===== src/rtl/qam16_mapper_if.sv =====
// Bit-stream and symbol handshake bundle for the 16-QAM mapper.
// Both sides use valid/ready: a transfer happens on a rising clk edge where valid and ready are both 1.
interface qam16_mapper_if #(
    parameter int WIDTH = 16
);
    logic             bit_in;
    logic             bit_valid;
    logic             bit_last;
    logic             bit_ready;
    logic [WIDTH-1:0] in_phase;
    logic [WIDTH-1:0] quad_phase;
    logic             sym_valid;
    logic             sym_ready;
    logic             sym_last;
    logic             sym_pad;
    logic [15:0]      sym_count;

    modport master (
        output bit_in, bit_valid, bit_last, sym_ready,
        input  bit_ready, in_phase, quad_phase, sym_valid, sym_last, sym_pad, sym_count
    );

    modport slave (
        input  bit_in, bit_valid, bit_last, sym_ready,
        output bit_ready, in_phase, quad_phase, sym_valid, sym_last, sym_pad, sym_count
    );
endinterface


===== src/rtl/qam16_mapper.sv =====
// Serial-bit to 16-QAM symbol mapper: packs bits MSB first into nibbles, maps them
// to I/Q levels and queues {I,Q,last,pad} in a small FIFO for the IFFT loader.
module qam16_mapper #(
    parameter int WIDTH      = 16,
    parameter int FIFO_DEPTH = 4
) (
    input  logic             clk,
    input  logic             rst_n,
    qam16_mapper_if.slave    bus
);
    localparam int AW = $clog2(FIFO_DEPTH);

    typedef struct packed {
        logic [WIDTH-1:0] i;
        logic [WIDTH-1:0] q;
        logic             last;
        logic             pad;
    } sym_t;

    logic [1:0]  r_bit_cnt;
    logic [3:0]  r_nibble;
    logic [AW:0] r_wr_ptr;
    logic [AW:0] r_rd_ptr;
    logic [15:0] r_sym_count;
    sym_t        r_mem [FIFO_DEPTH];

    logic        w_full;
    logic        w_empty;
    logic        w_accept;
    logic        w_push;
    logic        w_pop;
    logic [3:0]  w_nibble;
    sym_t        w_sym;
    sym_t        w_head;

    function automatic logic [WIDTH-1:0] map_i(input logic [1:0] b);
        case (b)
            2'b00:   map_i = WIDTH'(16'h0014);
            2'b01:   map_i = WIDTH'(16'h000a);
            2'b10:   map_i = WIDTH'(16'h0028);
            default: map_i = WIDTH'(16'h001e);
        endcase
    endfunction

    function automatic logic [WIDTH-1:0] map_q(input logic [1:0] b);
        case (b)
            2'b00:   map_q = WIDTH'(16'h0028);
            2'b01:   map_q = WIDTH'(16'h001e);
            2'b10:   map_q = WIDTH'(16'h0014);
            default: map_q = WIDTH'(16'h000a);
        endcase
    endfunction

    // Extra pointer bit distinguishes full from empty when the indices match.
    assign w_full   = (r_wr_ptr[AW] != r_rd_ptr[AW]) && (r_wr_ptr[AW-1:0] == r_rd_ptr[AW-1:0]);
    assign w_empty  = (r_wr_ptr == r_rd_ptr);
    assign w_accept = bus.bit_valid && !w_full;
    assign w_push   = w_accept && ((r_bit_cnt == 2'd3) || bus.bit_last);
    assign w_pop    = !w_empty && bus.sym_ready;

    // Unfilled LSBs are already 0 because the nibble register clears on every push.
    always_comb begin
        w_nibble                    = r_nibble;
        w_nibble[2'd3 - r_bit_cnt]  = bus.bit_in;
    end

    assign w_sym  = {map_i(w_nibble[1:0]), map_q(w_nibble[3:2]), bus.bit_last, (r_bit_cnt != 2'd3)};
    assign w_head = r_mem[r_rd_ptr[AW-1:0]];

    always_ff @(posedge clk or negedge rst_n) begin
        if (!rst_n) begin
            r_bit_cnt   <= 2'd0;
            r_nibble    <= 4'd0;
            r_wr_ptr    <= '0;
            r_rd_ptr    <= '0;
            r_sym_count <= 16'd0;
        end else begin
            if (w_accept) begin
                if (w_push) begin
                    r_bit_cnt <= 2'd0;
                    r_nibble  <= 4'd0;
                end else begin
                    r_bit_cnt <= r_bit_cnt + 2'd1;
                    r_nibble  <= w_nibble;
                end
            end
            if (w_push) r_wr_ptr <= r_wr_ptr + 1'b1;
            if (w_pop) begin
                r_rd_ptr    <= r_rd_ptr + 1'b1;
                r_sym_count <= r_sym_count + 16'd1;
            end
        end
    end

    // Storage needs no reset: the head is masked whenever the FIFO is empty.
    always_ff @(posedge clk) begin
        if (w_push) r_mem[r_wr_ptr[AW-1:0]] <= w_sym;
    end

    assign bus.bit_ready  = !w_full;
    assign bus.sym_valid  = !w_empty;
    assign bus.in_phase   = w_empty ? '0 : w_head.i;
    assign bus.quad_phase = w_empty ? '0 : w_head.q;
    assign bus.sym_last   = w_empty ? 1'b0 : w_head.last;
    assign bus.sym_pad    = w_empty ? 1'b0 : w_head.pad;
    assign bus.sym_count  = r_sym_count;
endmodule

===== src/flat_wrapper.sv =====
// flat-port wrapper written by rule: the top's interface ports become plain ports
module qam16_mapper_flat 
#(
    parameter int WIDTH      = 16,
    parameter int FIFO_DEPTH = 4
)
  (clk, rst_n, bus_bit_in, bus_bit_valid, bus_bit_last, bus_sym_ready, bus_bit_ready, bus_in_phase, bus_quad_phase, bus_sym_valid, bus_sym_last, bus_sym_pad, bus_sym_count);
  qam16_mapper_if #(.WIDTH(WIDTH)) bus_i ();
  input  logic clk;
  input  logic rst_n;
  input wire logic [$bits(bus_i.bit_in)-1:0] bus_bit_in;
  input wire logic [$bits(bus_i.bit_valid)-1:0] bus_bit_valid;
  input wire logic [$bits(bus_i.bit_last)-1:0] bus_bit_last;
  input wire logic [$bits(bus_i.sym_ready)-1:0] bus_sym_ready;
  output wire logic [$bits(bus_i.bit_ready)-1:0] bus_bit_ready;
  output wire logic [$bits(bus_i.in_phase)-1:0] bus_in_phase;
  output wire logic [$bits(bus_i.quad_phase)-1:0] bus_quad_phase;
  output wire logic [$bits(bus_i.sym_valid)-1:0] bus_sym_valid;
  output wire logic [$bits(bus_i.sym_last)-1:0] bus_sym_last;
  output wire logic [$bits(bus_i.sym_pad)-1:0] bus_sym_pad;
  output wire logic [$bits(bus_i.sym_count)-1:0] bus_sym_count;
  assign bus_i.bit_in = bus_bit_in;
  assign bus_i.bit_valid = bus_bit_valid;
  assign bus_i.bit_last = bus_bit_last;
  assign bus_i.sym_ready = bus_sym_ready;
  assign bus_bit_ready = bus_i.bit_ready;
  assign bus_in_phase = bus_i.in_phase;
  assign bus_quad_phase = bus_i.quad_phase;
  assign bus_sym_valid = bus_i.sym_valid;
  assign bus_sym_last = bus_i.sym_last;
  assign bus_sym_pad = bus_i.sym_pad;
  assign bus_sym_count = bus_i.sym_count;
  qam16_mapper #(.WIDTH(WIDTH), .FIFO_DEPTH(FIFO_DEPTH)) u_core (.clk(clk), .rst_n(rst_n), .bus(bus_i));
endmodule

===== config.mk =====
export PLATFORM = sky130hd
export DESIGN_NAME = qam16_mapper_flat
export DESIGN_NICKNAME = d
export VERILOG_FILES = /design/src/rtl/qam16_mapper_if.sv /design/src/rtl/qam16_mapper.sv /design/src/flat_wrapper.sv
export SDC_FILE = /design/constraint.sdc
export NUM_CORES = 1
export LEC_CHECK = 0
export ABC_AREA = 1
export ABC_CLOCK_PERIOD_IN_PS = 3100
export BUFFER_PORTS_ARGS = -buffer_cell sky130_fd_sc_hd__buf_2
export CORE_ASPECT_RATIO = 0.8
export CORE_MARGIN = 10
export CORE_UTILIZATION = 61
export DETAILED_ROUTE_END_ITERATION = 6
export PLACE_DENSITY = 0.85
export SLEW_MARGIN = 20
export SYNTH_ARGS = -nofsm -noshare
export SYNTH_HDL_FRONTEND = slang
export SYNTH_SLANG_ARGS = --single-unit

===== constraint.sdc =====
create_clock -name clk -period 3.1 [get_ports clk]
set_input_delay 0.155 -clock clk [delete_from_list [all_inputs] [get_ports clk]]
set_output_delay 0.155 -clock clk [all_outputs]
set_load 0.1 [all_outputs]

==> flow_metrics.env <==
export IMPL_critical_path_max_fanout=23
export IMPL_critPathRequiredTime_ns=2.94
export IMPL_grt_start_max_net_pins=29
export IMPL_crit_path_top_delay_cell="dfrtp_1"
export IMPL_io_buffers=35
export IMPL_slew_violations=0
export IMPL_grt_pass1_wl_um=12200
export IMPL_cts_path_max_buffers=2
export IMPL_vias_per_cell=5.22
export IMPL_fill_cells=394
export IMPL_root_buffer="clkbuf_8"
export IMPL_maxCapViolCount=0
export IMPL_synthTopCellsByArea="edfxtp_1 34%, dfrtp_1 20%, nand2_1 11%"
export IMPL_worstRegToRegCells=5
export IMPL_num_rows=24
export IMPL_wl_per_cell_um=14.6
export IMPL_slew_headroom=0.564
export IMPL_clock_skew_ns=0.00855
export IMPL_core_area_um2=5560
export IMPL_hold_viol=0
export IMPL_synth_top_area_share=0.337
export IMPL_r2r_start="u_core.r_rd_ptr[1]"
export IMPL_cp_endpoint="bus_quad_phase[5]"
export IMPL_area_growth_pct=9.31
export IMPL_antenna_found_initial=0
export IMPL_mostFrequentLayoutCell="nand2_1"
export IMPL_setup_viol=0
export IMPL_ant_nets=0
export IMPL_vias=2687
export IMPL_io_pins=58
export IMPL_ys_seq_area_frac=0.534
export IMPL_fin_setup_tns_ns=0
export IMPL_synth_fa_ha_area_frac=0.0492
export IMPL_synthMuxAreaShare=0
export IMPL_die_h_um=88.3
export IMPL_die_area_um2=9310
export IMPL_path_common_cell="inv_1"
export IMPL_syn_avg_cell_area_um2=8.99
export IMPL_synthCells=396
export IMPL_nNetsFinal=452
export IMPL_antenna_cells=0
export IMPL_drtPass1Iterations=5
export IMPL_crit_arrival_ns=2.38
export IMPL_grt_remaining_overflow=0
export IMPL_ys_warnings_count=0
export IMPL_drtIter0Drc=261
export IMPL_crit_type="flip-flop to output pin"
export IMPL_synthSimpleGateAreaFrac=0.209
export IMPL_htreeDepth=3
export IMPL_clock_sinks=68
export IMPL_timing_final_crit_share=0.817
export IMPL_initial_core_util=0.641
export IMPL_synth_xor_area_frac=0.0344
export IMPL_drive_above_1_share=0.135
export IMPL_clkLatencyLatePin_ns=0.34
export IMPL_period_needed_ns=2.53
export IMPL_max_freq_mhz=395
export IMPL_crit_path_start_kind="flip-flop"
export IMPL_startpoint="u_core.r_rd_ptr[0]"
export IMPL_synth_cell_type_count=23
export IMPL_synth_top_family_by_area="simple AND/OR/NAND/NOR gates"
export IMPL_dieWidth_um=105
export IMPL_drc_errors=0
export IMPL_end_kind="output pin"
export IMPL_run_status="complete, no violations"
export IMPL_dp_hpwl_um=5560
export IMPL_routed_wl_um=7530
export IMPL_track_usage=0.166
export IMPL_cts_tree="yes"
export IMPL_rr_endpoint="u_core.r_mem[1][5]"
export IMPL_crit_chain="inv_1 -> o21ai_0 -> o21ai_1 -> nand2_1 -> inv_1 -> buf_2"
export IMPL_numCtsBuffers=9
export IMPL_synth_area_leader_cell="edfxtp_1"
export IMPL_ys_ff_latch=68
export IMPL_grt_pass1_vias=2471
export IMPL_rsz0062_at_grt="no"
export IMPL_syn_area_um2=3560
export IMPL_path_clk_slew_ns=0.07
export IMPL_min_path_type="input port to flip-flop"
export IMPL_r2r_slack_ns=0.60
export IMPL_routabilityCongestion=0.823
export IMPL_slowest_delay_ns=0.62
export IMPL_synth_compound_area_share=0.0555
export IMPL_final_cell_mix="103 x nand2_1, 50 x nor2_1, 42 x inv_1"
export IMPL_cts_setup_buffers=0
export IMPL_worst_pin_slew_ns=0.654
-- kinds of logic after synthesis --
logic type,after synthesis
simple gates,181
flops,68
buf+inv,79
compound gates,39
fa+ha+maj,14
other cells,1
xor+xnor,14
-- metrics by stage --
stage / instances / instance area, um2 / utilization / worst slack [ns] / hold WS (ns)
floorplan: 417 / 3640 / - / 0.618 / -0.141
global placement: 498 / 3690 / 0.664 / 0.900 / 0.206
detailed placement: 498 / 3690 / 0.664 / 0.718 / 0.210
CTS: 515 / 3890 / 0.700 / 0.595 / 0.0941
global route: 515 / 3890 / 0.700 / 0.321 / 0.0784
finish: 515 / 3890 / 0.700 / 0.566 / 0.0941
-- registers in the layout, summed over array words and instances (netlist names) --
| name | count |
|---|---|
| u_core.r_rd_ptr | 3 |
| u_core.r_bit_cnt | 2 |
| u_core.r_nibble | 4 |
| u_core.bus.sym_count | 16 |
| u_core.r_mem | 40 |
| u_core.r_wr_ptr | 3 |
-- worst max-delay path: cells and delay by family (launching register included) --
kind	cells	cell delay (ns)
AO/OA/AOI/OAI	2	0.33
buffers and inverters	3	1.02
flip-flops	1	0.62
AND/OR/NAND/NOR	1	0.06
-- cell usage after synthesis, drive strengths merged --
cell	number
buf	32
clkbuf	4
conb	1
dfrtp	28
edfxtp	40
ha	14
inv	43
nand2	106
nand3	11
nand4	14
nor2	50
o21a	1
o21ai	38
xnor2	11
xor2	3
-- per-layer routing --
layer | part of all wire | GRT usage
met1 | 0.42 | 0.210
met2 | 0.44 | 0.257
met3 | 0.13 | 0.0733
met4 | 0.015 | 0.0448
met5 | 0 | 0
-- repair_timing --
| item | in CTS | in global routing |
|---|---|---|
| resized for setup | 0 | 0 |
| hold endpoints to repair | 28 | 0 |
| hold buffers | 1 | 0 |
| endpoints found under the setup margin | 0 | 0 |
-- how the worst min path moves through the flow --
stage / start / end / cells after the start
2_1_floorplan: rst_n / u_core.bus.sym_count[0] / 0
3_3_place_gp: rst_n / u_core.bus.sym_count[10] / 1
3_5_place_dp: rst_n / u_core.bus.sym_count[4] / 1
4_1_cts: bus_bit_last / u_core.r_mem[3][1] / 1
5_1_grt: bus_bit_last / u_core.r_mem[3][1] / 1
6_report: bus_bit_last / u_core.r_mem[1][1] / 1
-- final cells by class --
cell class | count | area (um2) | share of cell area
Sequential cell | 68 | 1900 | 0.489
Multi-Input combinational cell | 270 | 1320 | 0.340
Timing Repair Buffer | 40 | 215 | 0.0553
Inverter | 43 | 161 | 0.0415
Clock buffer | 9 | 124 | 0.0318
Tap cell | 78 | 97.6 | 0.0251
Clock inverter | 7 | 67.6 | 0.0174
Power is left out: the tool's default activity adds up to more than one toggle a clock period on the data nets, which glitch-free logic cannot reach.
